$ cat config.mk
export PLATFORM = sky130hd
export DESIGN_NAME = jtcontra_snd_cmdq
export DESIGN_NICKNAME = d
export VERILOG_FILES = /design/src/rtl/jtcontra_snd_cmdq.sv
export SDC_FILE = /design/constraint.sdc
export NUM_CORES = 1
export LEC_CHECK = 0
export ABC_CLOCK_PERIOD_IN_PS = 3060
export CAP_MARGIN = 20
export CORE_MARGIN = 5
export CORE_UTILIZATION = 45
export DETAILED_ROUTE_END_ITERATION = 12
export HOLD_SLACK_MARGIN = 0.03
export PLACE_DENSITY = 0.66
export SETUP_SLACK_MARGIN = 0.05
export SYNTH_ARGS = -nofsm -noshare
export SYNTH_HDL_FRONTEND = slang
export SYNTH_SLANG_ARGS = --single-unit
$ cat constraint.sdc
create_clock -name clk -period 3.06 [get_ports clk]
set_input_delay 0.306 -clock clk [delete_from_list [all_inputs] [get_ports clk]]
set_output_delay 0.306 -clock clk [all_outputs]
set_load 0.01 [all_outputs]
$ cat src/rtl/jtcontra_snd_cmdq.sv
`default_nettype none
// ============================================================================
// Module   : jtcontra_snd_cmdq
// Brief    : Main-to-sound CPU command FIFO with one-at-a-time IRQ sequencing
//            and a cen-paced quiet gap between successive commands.
// Revision : 1.0 - initial release
// ============================================================================
module jtcontra_snd_cmdq #(
    parameter int AW  = 2,
    parameter int GAP = 8
) (
    input  logic          clk,
    input  logic          rstn,
    input  logic          cen,
    input  logic          main_wr,
    input  logic [7:0]    main_din,
    input  logic          snd_ack,
    output logic [7:0]    snd_latch,
    output logic          snd_irq,
    output logic [AW:0]   level,
    output logic          full,
    output logic          empty,
    output logic          overflow,
    input  logic          ovf_clr
);

    localparam int            c_DEPTH   = 2**AW;
    localparam logic [AW:0]   c_FULL    = (AW+1)'(c_DEPTH);
    localparam logic [AW:0]   c_LVL_ONE = (AW+1)'(1);
    localparam logic [AW-1:0] c_PTR_ONE = AW'(1);
    localparam logic [7:0]    c_GAP     = 8'(GAP);

    localparam logic [1:0] c_ST_IDLE   = 2'd0;
    localparam logic [1:0] c_ST_ASSERT = 2'd1;
    localparam logic [1:0] c_ST_WAIT   = 2'd2;

    logic [1:0]    r_state;
    logic [1:0]    w_state_nxt;
    logic [7:0]    r_mem [c_DEPTH];
    logic [AW-1:0] r_wr_ptr;
    logic [AW-1:0] r_rd_ptr;
    logic [AW:0]   r_level;
    logic [AW:0]   w_level_nxt;
    logic [7:0]    r_cnt;
    logic [7:0]    r_latch;
    logic          r_irq;
    logic          r_full;
    logic          r_empty;
    logic          r_ovf;
    logic          w_pop;
    logic          w_push;
    logic          w_drop;

    // A pop in the same cycle frees a slot, so a push into a full FIFO is legal then
    assign w_pop  = (r_state == c_ST_IDLE) && !r_empty;
    assign w_push = main_wr && (!r_full || w_pop);
    assign w_drop = main_wr && r_full && !w_pop;

    always_comb begin
        w_level_nxt = r_level;
        case ({w_push, w_pop})
            2'b10:   w_level_nxt = r_level + c_LVL_ONE;
            2'b01:   w_level_nxt = r_level - c_LVL_ONE;
            default: w_level_nxt = r_level;
        endcase
    end

    always_comb begin
        w_state_nxt = r_state;
        case (r_state)
            c_ST_IDLE:   if (w_pop)                   w_state_nxt = c_ST_ASSERT;
            c_ST_ASSERT: if (snd_ack)                 w_state_nxt = c_ST_WAIT;
            c_ST_WAIT:   if (cen && r_cnt <= 8'd1)    w_state_nxt = c_ST_IDLE;
            default:                                  w_state_nxt = c_ST_IDLE;
        endcase
    end

    // Storage carries no reset: stale slots are never read while level is zero
    always_ff @(posedge clk) begin
        if (w_push) r_mem[r_wr_ptr] <= main_din;
    end

    always_ff @(posedge clk) begin
        if (!rstn) begin
            r_state  <= c_ST_IDLE;
            r_wr_ptr <= '0;
            r_rd_ptr <= '0;
            r_level  <= '0;
            r_full   <= 1'b0;
            r_empty  <= 1'b1;
            r_cnt    <= 8'd0;
            r_latch  <= 8'd0;
            r_irq    <= 1'b0;
            r_ovf    <= 1'b0;
        end else begin
            r_state <= w_state_nxt;
            r_level <= w_level_nxt;
            r_full  <= (w_level_nxt == c_FULL);
            r_empty <= (w_level_nxt == '0);
            if (w_push) r_wr_ptr <= r_wr_ptr + c_PTR_ONE;
            if (w_pop) begin
                r_rd_ptr <= r_rd_ptr + c_PTR_ONE;
                r_latch  <= r_mem[r_rd_ptr];
                r_irq    <= 1'b1;
            end
            if (r_state == c_ST_ASSERT && snd_ack) begin
                r_irq <= 1'b0;
                r_cnt <= c_GAP;
            end else if (r_state == c_ST_WAIT && cen && r_cnt != 8'd0) begin
                r_cnt <= r_cnt - 8'd1;
            end
            if (w_drop)       r_ovf <= 1'b1;
            else if (ovf_clr) r_ovf <= 1'b0;
        end
    end

    assign snd_latch = r_latch;
    assign snd_irq   = r_irq;
    assign level     = r_level;
    assign full      = r_full;
    assign empty     = r_empty;
    assign overflow  = r_ovf;

endmodule
`default_nettype wire
# Word level (Yosys, flattened, before mapping)
# Memory sizes are Yosys's and may differ from the RTL's. A register that Yosys moved wholly into a read port is not among the register bits.
# Index checks and enable logic that the tools add are counted.
[word_totals] latch_bits=0 ff_bits=21 ramBits=32 word_cells=57 memories=1 rom_bits=0
[op_classes] multipliers=0 shift=0 bitwise_logic=1 reduce_logical=20 magnitude_cmp=1 n_div=0 addsub=5 muxes=11 eq_ne=8
[memory_table] name="r_mem" depth=4 word_bits=8 rd=1 rd_ports_with_merged_regs=1 wr=1 line="39" rtl="logic [7:0] r_mem [c_DEPTH];"
[ops] operator="8-bit by 1-bit <= comparator with 1-bit output (second input constant)" count=1
[ops] operator="1-bit logical AND" count=8
[ops] operator="4-bit 2-to-1 mux" count=2
[ops] operator="8-bit nonzero test" count=1
[ops] operator="8-bit by 1-bit subtractor with 8-bit output (second input constant)" count=1
[ops] operator="2-bit 2-to-1 mux" count=3
[ops] operator="2-bit inequality test (second input constant)" count=3
[ops] operator="2-bit case mux with 3 select lines" count=1
[ops] operator="3-bit case mux with 2 select lines" count=1
[ops] operator="2-bit by 1-bit adder with 2-bit output (second input constant)" count=2
[ops] operator="2-bit by 1-bit == test with 1-bit output (second input constant)" count=2
[ops] operator="2-bit == test (second input constant)" count=2
[ops] operator="1-bit zero test" count=4
[ops] operator="1-bit 2-to-1 mux" count=4
[ops] operator="2-bit nonzero test" count=2
[ops] operator="3-bit by 1-bit adder with 3-bit output (second input constant)" count=1
[ops] operator="3-bit == test (second input constant)" count=1
[ops] operator="3-bit zero test" count=1
[ops] operator="3-bit AND reduction" count=1
[ops] operator="3-bit by 1-bit subtractor with 3-bit output (second input constant)" count=1
[ops] operator="2-bit zero test" count=1
[ops] operator="2-bit OR reduction" count=1
[ops] operator="1-bit logical OR" count=1
[ops] operator="1-bit NOT" count=1

# Depth between registers and ports, before layout
# Gate-level depths: netlist of run 1.
[logic_depth] ltp_word=7 ltp_mapped=8 ltp_nobuf=7

# Worst setup path before layout of run 1
# OpenSTA, ideal clock, no wires.
[synth_timing] path_kind="reg2reg" from="register r_state[0]" to="register r_empty (netlist: empty)" stages_incl_launch_ff=8 period_less_slack_ps=2290 setup_time_ps=116 setup_slack_ps=770 arrival_ps=2174 t_required_ps=2944 path_cell_list="dfxtp_1 > o31ai_2 > nand2_1 > ha_1 > fa_1 > xnor2_1 > or3_1 > a31o_2"
[synth_between] elab_chain_len=7
[synth_rtl] element="from (decl)" line="37" rtl="logic [1:0] r_state;"
[synth_rtl] element="from (signal assigned)" line="85" rtl="r_state <= c_ST_IDLE;"
[synth_rtl] element="from (signal assigned)" line="96" rtl="r_state <= w_state_nxt;"
[synth_rtl] element="2-bit zero test (*)" line="55" rtl="assign w_pop = (r_state == c_ST_IDLE) && !r_empty;"
[synth_rtl] element="1-bit logical AND (*)" line="55"
[synth_rtl] element="1-bit logical OR" line="56" rtl="assign w_push = main_wr && (!r_full || w_pop);"
[synth_rtl] element="1-bit logical AND" line="56"
[synth_rtl] element="2-bit by 1-bit == test with 1-bit output / 2-bit == test (equally long branches)" line="61" rtl="case ({w_push, w_pop})"
[synth_rtl] element="3-bit case mux with 2 select lines (*)" line="61"
[synth_rtl] element="3-bit zero test (*)" line="99" rtl="r_empty <= (w_level_nxt == '0);"
[synth_rtl] element="to (signal assigned)" line="99"
[synth_rtl] element="to (decl)" line="48" rtl="logic r_empty;"
# Mark *: on every way between the ends. The rest lies on a longest branch, timed or not.
# A chain may end at the register's enable or synchronous reset.

# Worst setup path in the final report of run 1
# Same ends and word-level chain as after synthesis.

==> results of run 1 <==
Yosys cell counts (all sizes together) (2+ instances only):
library cell  number  area (um^2)
a31o               2         17.5
xnor2              2         17.5
a211oi             2         15.0
or4                2         18.8
and3               5         31.3
nor2               6         22.5
mux4               8          180
o21ai              2         10.0
buf                3         13.8
nand3              9         45.0
or3                4         25.0
nand2             19         71.3
mux2i              7         70.1
clkbuf             6         22.5
inv               10         37.5
nor2b              2         12.5
a211o              2         17.5
a21o               2         15.0
nand3b             7         52.6
dfxtp             29          581
edfxtp            32          961
a21oi             14         70.1
nand2b             2         12.5
ha                 8          100
a2111oi            4         47.6
sequential cells by signal (all words and copies together) (netlist names):
name	count
r_wr_ptr	2
r_cnt	8
r_state	2
overflow	1
r_mem	32
snd_latch	8
r_rd_ptr	2
full	1
empty	1
level	3
snd_irq	1
layer usage:
layer	part of all wire, %	up-vias	routed length, um
met5	0	-	0
met4	2.0	0	94
met3	3.6	9	175
met2	50	21	2410
li1	-	824	-
met1	44	792	2120
worst reg2reg max path: cells and delay by family (launching register included):
family	cells	cell delay [ns]
flip-flops	1	0.38
adder cells (fa/ha/maj)	2	0.63
AND/OR/NAND/NOR	2	0.47
AO/OA/AOI/OAI	2	0.78
XOR/XNOR	1	0.15
stage by stage:
stage	util, %	hold slack (ns)
2_1_floorplan	-	0.405
3_3_place_gp	53.1	0.460
3_5_place_dp	53.1	0.455
4_1_cts	57.1	0.464
5_1_grt	57.1	0.482
6_report	57.1	0.458
cell families (layout without fill, tap and decap cells):
logic type	count (synthesis)	count (layout)	share of synthesized area, %
buffers and inverters	19	57	2.85
multiplexers	15	15	9.68
AO/OA/AOI/OAI	36	36	10.1
AND/OR/NAND/NOR	58	58	12.4
XOR/XNOR	2	2	0.677
adder cells (fa/ha/maj)	9	9	4.64
flip-flops	61	61	59.6
worst max path at each step:
stage / endpoint / start / slack, ns
after floorplan: empty$_SDFF_PN1_ / r_state[0]$_SDFFE_PN0P_ / 0.77
after global placement: empty$_SDFF_PN1_ / main_wr / 0.60
after detailed placement: empty$_SDFF_PN1_ / main_wr / 0.56
after CTS: empty$_SDFF_PN1_ / r_state[0]$_SDFFE_PN0P_ / 0.56
after global routing: full$_SDFF_PN0_ / r_state[0]$_SDFFE_PN0P_ / 0.36
final: empty$_SDFF_PN1_ / r_state[0]$_SDFFE_PN0P_ / 0.56
power by group through the flow:
stage | Combinational [mW] | Sequential (mW) | Clock [mW]
CTS | 0.635 | 1.10 | 0.809
global placement | 0.617 | 1.11 | 0
global route | 0.697 | 1.11 | 0.848
finish | 0.629 | 1.09 | 0.792
detailed placement | 0.624 | 1.11 | 0
floorplan | 0.424 | 1.08 | 0
layout make-up:
type                            instances  area (um^2)  share of cell area, %
Sequential cell                        61         1540                   48.7
Multi-Input combinational cell        120          971                   30.7
Timing Repair Buffer                   31          303                   9.57
Clock buffer                            9          124                   3.91
Clock inverter                          7         98.8                   3.12
Tap cell                               72         90.1                   2.85
Inverter                               10         37.5                   1.19
==> impl_metrics.json, run 1 <==
{
  "outcome": "completed",
  "whs_endpoint": "snd_latch[3]$_SDFFE_PN0P_",
  "die_h_um": 85.8,
  "antenna_found_initial": 0,
  "worstMarginPinSlew_ns": 0.609,
  "pwr-share-clk_pct": 31.5,
  "grt_pass1_vias": 1728,
  "drive_gt1_share_pct": 14.7,
  "ctsHoldBuffers": 0,
  "placed_area_um2": 2940,
  "die-area_um2": 7360,
  "drt_wl_total_um": 4800,
  "slew_headroom_pct": 59.4,
  "ys.flop_type": "edfxtp_1",
  "start_kind": "flip-flop",
  "ant_nets": 0,
  "areaGrowthSynthToFinish_pct": 22.4,
  "critical_path_buf_inv_count": 0,
  "htree_levels": 3,
  "place_hpwl_um": 3210,
  "cp.required_ns": 3.29,
  "setup_tns_ns": 0,
  "vias": 1646,
  "cts_tree": "yes",
  "place_ws_ns": 0.558,
  "mostFrequentLayoutCell": "edfxtp_1",
  "cts_made_buffers": 9,
  "viasPerCell": 5.31,
  "start_util_pct": 46.7,
  "timing.fmax_mhz": 399,
  "finalWorstSetupSlack_ns": 0.555,
  "reg2reg_depth": 7,
  "timing.critical_path.cells": "o31ai_2 -> nand2_1 -> ha_1 -> fa_1 -> xnor2_1 -> or3_1 -> a31o_2",
  "p_sw_mw": 0.738,
  "drtIter0Drc": 109,
  "intPower_mw": 1.78,
  "track_usage_pct": 14.8,
  "synthCells": 200,
  "cts_buffer_depth": 2,
  "final_area_um2": 3170,
  "holdPathStages": 2,
  "holdCritStartpoint": "snd_latch[3]$_SDFFE_PN0P_",
  "pin_count": 29,
  "swShare_pct": 29.4,
  "ctsResizeCount": 0,
  "use_met2_pct": 24.6,
  "final_net_count": 256,
  "final_cell_mix": "32 x edfxtp_1, 29 x dfxtp_1, 28 x clkdlybuf4s50_1",
  "portBuffers": 28,
  "crit_path_max_incr_delay_ns": 0.54,
  "clkSlewWorstSetupHoldPaths_ns": 0.07,
  "drv_cap": 0,
  "diodes": 0,
  "drc_errors": 0,
  "irDropWorstVdd_mv": 0.363,
  "p_total_mw": 2.51,
  "min_path_type": "flip-flop to flip-flop",
  "leakage_nw": 1.11,
  "cp.arrival_ns": 2.74,
  "path_depth": 7,
  "worst-r2r-setup-slack_ns": 0.56,
  "synthArstFlopShare_pct": 0,
  "finalSetupViolCount": 0,
  "final_cells": 310,
  "synthDistinctLibCells": 40,
  "path_class": "flip-flop to flip-flop",
  "clk_latency_ns": 0.34,
  "netlist_area_um2": 2590,
  "r2r_start": "r_state[0]$_SDFFE_PN0P_",
  "cp-end-kind": "flip-flop",
  "critPathSlowestCell": "o31ai_2",
  "cts_sinks": 61,
  "overflow": 0,
  "wl_per_cell_um": 15.5,
  "grt_busiest_layer": "met2",
  "ys_seq_elements": 61,
  "timing.final.crit_share_pct": 81.9,
  "core_um2": 5540,
  "ys_seq_area_share_pct": 59.6,
  "cts_setup_buffers": 0,
  "die_x_um": 85.8,
  "grt_pass1_wl_um": 8320,
  "skew_ns": 0.00855,
  "slew_viol_final": 0,
  "period_needed_ns": 2.50,
  "first_pass_iters": 4,
  "cp_max_fo": 9,
  "dp_cells": 294,
  "grtUsageMet3_pct": 3.84,
  "routabilityCongestion": 0.753,
  "hold_viol_final": 0,
  "cts_root_buf": "clkbuf_8",
  "p_seq_share_pct": 43.5,
  "path_delay_family": "compound AO/OA/AOI/OAI gates",
  "powerDensity_nw_per_um2": 794,
  "num_rows": 27,
  "rsz0062_at_grt": "false",
  "grt_use_met1_pct": 17.3,
  "reg2reg_to": "empty$_SDFF_PN1_",
  "combPwrFrac_pct": 25.0,
  "yosys_warnings": 0,
  "fill_cells": 467,
  "avgSynthCellArea_um2": 12.9,
  "grt_start_max_net_pins": 16,
  "syn-num-nets": 223,
  "synth_edf_count": 32
}
Note: power is estimated with default switching activity, not from simulation.
==> run 2, diff against run 1 <==
--- a/config.mk
+++ b/config.mk
@@ -5,13 +5,13 @@
 export SDC_FILE = /design/constraint.sdc
 export NUM_CORES = 1
 export LEC_CHECK = 0
-export ABC_CLOCK_PERIOD_IN_PS = 3060
+export ABC_CLOCK_PERIOD_IN_PS = 2200
 export CAP_MARGIN = 20
 export CORE_MARGIN = 5
 export CORE_UTILIZATION = 45
 export DETAILED_ROUTE_END_ITERATION = 12
 export HOLD_SLACK_MARGIN = 0.03
-export PLACE_DENSITY = 0.66
+export PLACE_DENSITY = 0.69
 export SETUP_SLACK_MARGIN = 0.05
 export SYNTH_ARGS = -nofsm -noshare
 export SYNTH_HDL_FRONTEND = slang
==> constraint.sdc (replaced) <==
create_clock -name clk -period 2.2 [get_ports clk]
set_input_delay 0.22 -clock clk [delete_from_list [all_inputs] [get_ports clk]]
set_output_delay 0.22 -clock clk [all_outputs]
set_load 0.01 [all_outputs]
==> impl_metrics.json, run 2 (synthesized netlist as in run 1, its figures left out) <==
{
  "cp_max_fo": 6,
  "cp-end-kind": "flip-flop",
  "die-area_um2": 7360,
  "cts_sinks": 61,
  "clkSlewWorstSetupHoldPaths_ns": 0.07,
  "drt_wl_total_um": 4860,
  "outcome": "completed",
  "critPathSlowestCell": "dfxtp_4",
  "htree_levels": 3,
  "cts_tree": "yes",
  "max_flop_register": "r_mem",
  "min_path_type": "flip-flop to flip-flop",
  "rsz0062_at_grt": "true",
  "start_kind": "flip-flop",
  "path_class": "flip-flop to flip-flop",
  "timing.final.crit_share_pct": 96.6,
  "first_pass_iters": 6,
  "die_x_um": 85.8,
  "timing.fmax_mhz": 471,
  "timing.critical_path.cells": "o31ai_4 -> nand2_2 -> ha_4 -> fa_2 -> xnor2_2 -> or3_4 -> a31o_2",
  "clk_latency_ns": 0.33,
  "num_rows": 27,
  "skew_ns": 0.00640,
  "hold_viol_final": 0,
  "areaGrowthSynthToFinish_pct": 25.2,
  "mostFrequentLayoutCell": "edfxtp_1",
  "pin_count": 29,
  "irDropWorstVdd_mv": 0.560,
  "cp.required_ns": 2.42,
  "viasPerCell": 5.43,
  "core_um2": 5540,
  "fill_cells": 468,
  "antenna_found_initial": 0,
  "ctsHoldBuffers": 0,
  "vias": 1712,
  "crit_path_max_incr_delay_ns": 0.37,
  "placed_area_um2": 2990,
  "setup_tns_ns": 0,
  "powerDensity_nw_per_um2": 1100,
  "finalSetupViolCount": 0,
  "grt_pass1_vias": 1634,
  "drc_errors": 0,
  "drtIter0Drc": 80,
  "drive_gt1_share_pct": 18.9,
  "diodes": 0,
  "slew_viol_final": 0,
  "cts_root_buf": "clkbuf_8",
  "worstMarginPinSlew_ns": 0.560,
  "path_delay_family": "adder cells",
  "track_usage_pct": 14.1,
  "grt_start_max_net_pins": 16,
  "place_hpwl_um": 3270,
  "final_area_um2": 3240,
  "period_needed_ns": 2.12,
  "place_ws_ns": 0.00159,
  "start_util_pct": 46.7,
  "portBuffers": 28,
  "leakage_nw": 1.13,
  "overflow": 0,
  "ant_nets": 0,
  "die_h_um": 85.8,
  "grt_pass1_wl_um": 7930,
  "p_total_mw": 3.56,
  "final_cell_mix": "32 x edfxtp_1, 28 x clkdlybuf4s50_1, 26 x dfxtp_1",
  "largest_reg_flops": 32,
  "finalWorstSetupSlack_ns": 0.0752,
  "cts_buffer_depth": 2,
  "critical_path_buf_inv_count": 0,
  "wl_per_cell_um": 15.4,
  "drv_cap": 0,
  "cts_made_buffers": 9,
  "cp.arrival_ns": 2.35,
  "final_net_count": 261,
  "routabilityCongestion": 0.719,
  "slew_headroom_pct": 62.5
}
## run 2: cell types whose count changed in the layout (fill, tap and decap cells not counted), sizes merged
| cell | before | now |
|---|---|---|
| buf | 3 | 8 |
## run 2: worst min-delay path, delay by kind of cell (launching register included)
| family | cells | cell delay [ns] |
|---|---|---|
| flops | 1 | 0.31 |
| simple gates | 1 | 0.05 |
| compound gates | 1 | 0.05 |
## run 2: per-stage QoR
step	hold slack (ns)	utilization (%)	cells
finish	0.453	58.4	315
global route	0.489	58.4	315
CTS	0.458	57.8	314
detailed placement	0.449	53.9	298
global placement	0.445	53.9	298
floorplan	0.319	-	200
## run 2: final cells by class
class / instances / area [um^2] / area share (%)
Sequential cell: 61 / 1550 / 47.8
Multi-Input combinational cell: 120 / 1010 / 31.2
Timing Repair Buffer: 36 / 340 / 10.5
Clock buffer: 9 / 124 / 3.83
Tap cell: 72 / 90.1 / 2.78
Clock inverter: 7 / 88.8 / 2.74
Inverter: 10 / 37.5 / 1.16
## run 2: final timing paths
check	slack, ns	start	end	cells past startpoint
setup / recovery	0.08	r_state[0]$_SDFFE_PN0P_	empty$_SDFF_PN1_	7
hold / removal	0.45	snd_latch[0]$_SDFFE_PN0P_	snd_latch[0]$_SDFFE_PN0P_	2
setup reg to reg	0.08	r_state[0]$_SDFFE_PN0P_	empty$_SDFF_PN1_	7
hold reg to reg	0.45	snd_latch[0]$_SDFFE_PN0P_	snd_latch[0]$_SDFFE_PN0P_	2
## run 2: power by group
part	internal, mW	switching [mW]	leakage [nW]
clock	0.631	0.432	0.105
sequential	1.36	0.117	0.531
combinational	0.544	0.471	0.495
## run 2: what timing repair did
item / CTS / global route
buffers inserted: 0 / 1
setup endpoints to repair: 0 / 2
resized for setup: 0 / 6
hold endpoints to repair: 0 / 0
## run 2: routing by layer
| layer | vias to the layer above | wire, um | part of all wire [%] | global-route usage, % |
|---|---|---|---|---|
| met5 | - | 0 | 0 | 0 |
| met4 | 0 | 82 | 1.7 | 6.04 |
| met3 | 7 | 216 | 4.4 | 4.51 |
| met2 | 32 | 2370 | 49 | 22.7 |
| met1 | 841 | 2190 | 45 | 17.6 |
| li1 | 832 | - | - | - |
==> run 3, diff against run 2 <==
--- a/config.mk
+++ b/config.mk
@@ -11,7 +11,7 @@
 export CORE_UTILIZATION = 45
 export DETAILED_ROUTE_END_ITERATION = 12
 export HOLD_SLACK_MARGIN = 0.03
-export PLACE_DENSITY = 0.69
+export PLACE_DENSITY_LB_ADDON = 0.3
 export SETUP_SLACK_MARGIN = 0.05
 export SYNTH_ARGS = -nofsm -noshare
 export SYNTH_HDL_FRONTEND = slang
==> impl_metrics.json, run 3 (synthesized netlist as in run 1, its figures left out) <==
{
  "areaGrowthSynthToFinish_pct": 23.6,
  "cts_sinks": 61,
  "cts_made_buffers": 9,
  "min_path_type": "flip-flop to flip-flop",
  "cts_root_buf": "clkbuf_8",
  "first_pass_iters": 4,
  "rsz0062_at_grt": "false",
  "largest_reg_flops": 32,
  "critical_path_buf_inv_count": 0,
  "antenna_found_initial": 0,
  "place_hpwl_um": 3240,
  "drv_cap": 0,
  "cp.arrival_ns": 2.31,
  "htree_levels": 3,
  "cp-startpoint": "r_state[0]$_SDFFE_PN0P_",
  "pwr-share-clk_pct": 25.8,
  "diodes": 0,
  "slew_viol_final": 0,
  "ant_nets": 0,
  "p_seq_share_pct": 45.7,
  "swShare_pct": 30.9,
  "finalSetupViolCount": 0,
  "cts_tree": "yes",
  "reg2reg_depth": 7,
  "irDropWorstVdd_mv": 0.653,
  "overflow": 0,
  "start_util_pct": 46.7,
  "timing.fmax_mhz": 479,
  "skew_ns": 0.00759,
  "slew_headroom_pct": 61.2,
  "portBuffers": 28,
  "grt_start_max_net_pins": 18,
  "drive_gt1_share_pct": 19.0,
  "die_x_um": 85.8,
  "die-area_um2": 7360,
  "vias": 1686,
  "worstMarginPinSlew_ns": 0.581,
  "outcome": "completed",
  "drc_errors": 0,
  "max_flop_register": "r_mem",
  "worst-r2r-setup-slack_ns": 0.11,
  "pin_count": 29,
  "viasPerCell": 5.37,
  "wl_per_cell_um": 14.9,
  "cts_buffer_depth": 2,
  "intPower_mw": 2.31,
  "path_depth": 7,
  "reg2reg_to": "empty$_SDFF_PN1_",
  "timing.critical_path.cells": "o31ai_4 -> nand2_2 -> ha_4 -> fa_2 -> xnor2_2 -> or3_4 -> a31o_2",
  "mostFrequentLayoutCell": "edfxtp_1",
  "track_usage_pct": 13.9,
  "drt_wl_total_um": 4690,
  "holdPathStages": 2,
  "leakage_nw": 1.11,
  "grt_pass1_vias": 1588,
  "crit_end": "empty$_SDFF_PN1_",
  "cp_max_fo": 8,
  "num_rows": 27,
  "final_cell_mix": "32 x edfxtp_1, 28 x clkdlybuf4s50_1, 26 x dfxtp_1",
  "cts_setup_buffers": 0,
  "critPathSlowestCell": "dfxtp_4",
  "r2r_start": "r_state[0]$_SDFFE_PN0P_",
  "final_util_pct": 57.7,
  "path_delay_family": "adder cells",
  "cp.required_ns": 2.43,
  "combPwrFrac_pct": 28.5,
  "drtIter0Drc": 67,
  "core_um2": 5540,
  "routabilityCongestion": 0.710,
  "period_needed_ns": 2.09,
  "timing.final.crit_share_pct": 94.9,
  "fill_cells": 471,
  "start_kind": "flip-flop",
  "ctsHoldBuffers": 0,
  "cp-end-kind": "flip-flop",
  "powerDensity_nw_per_um2": 1040,
  "clkSlewWorstSetupHoldPaths_ns": 0.07,
  "whs_ns": 0.454,
  "hold_viol_final": 0,
  "grt_pass1_wl_um": 7760,
  "p_sw_mw": 1.03,
  "path_class": "flip-flop to flip-flop",
  "crit_path_max_incr_delay_ns": 0.37,
  "setup_tns_ns": 0,
  "clk_latency_ns": 0.34,
  "final_net_count": 260,
  "die_h_um": 85.8
}
==> run 3: how the worst min path moves through the flow <==
stage,startpoint,to,slack [ns]
CTS,snd_latch[3]$_SDFFE_PN0P_,snd_latch[3]$_SDFFE_PN0P_,0.46
detailed placement,snd_latch[3]$_SDFFE_PN0P_,snd_latch[3]$_SDFFE_PN0P_,0.45
floorplan,main_din[0],r_mem[0][0]$_DFFE_PP_,0.32
global route,ovf_clr,overflow$_SDFFE_PN0P_,0.49
finish,snd_latch[3]$_SDFFE_PN0P_,snd_latch[3]$_SDFFE_PN0P_,0.45
global placement,snd_latch[3]$_SDFFE_PN0P_,snd_latch[3]$_SDFFE_PN0P_,0.45
==> run 3: through the flow <==
stage | setup slack (ns) | area (um^2) | total power [mW] | cells
3_3_place_gp | 0.0210 | 2990 | 2.45 | 298
2_1_floorplan | 0.0488 | 2600 | 2.10 | 200
5_1_grt | 0.0406 | 3200 | 3.55 | 314
4_1_cts | 0.0795 | 3160 | 3.33 | 314
3_5_place_dp | -0.0191 | 2990 | 2.47 | 298
6_report | 0.112 | 3200 | 3.34 | 314
==> run 3: layer usage <==
layer  vias up  GRT usage [%]  wire [um]
li1        832              -          -
met1       820           16.3       2010
met2        27           23.0       2410
met3         7           5.57        207
met4         0           5.18         65
met5         -              0          0
==> run 3: tightest hold or removal path, stage by stage (launching register included) <==
cell and delay (ns):
dfxtp_1 0.31, nand2_1 0.05, a21oi_1 0.05
==> run 3: power by group through the flow <==
stage | logic, mW | registers, mW | clock network (mW)
floorplan | 0.595 | 1.51 | 0
global route | 1.04 | 1.56 | 0.954
finish | 0.951 | 1.53 | 0.862
CTS | 0.917 | 1.53 | 0.886
detailed placement | 0.915 | 1.55 | 0
global placement | 0.899 | 1.55 | 0
==> run 3: cell type report <==
type | instances | area, um^2 | area share [%]
multi-input combinational | 120 | 1010 | 31.6
tap | 72 | 90.1 | 2.82
sequential | 61 | 1550 | 48.5
timing repair buffer | 35 | 333 | 10.4
inverter | 10 | 37.5 | 1.17
clock inverter | 7 | 51.3 | 1.61
clock buffer | 9 | 124 | 3.88
==> run 3: repair_timing <==
action / in CTS / in global routing
endpoints found under the hold margin: 0 / 0
resized for setup: 0 / 7
setup endpoints to repair: 0 / 2
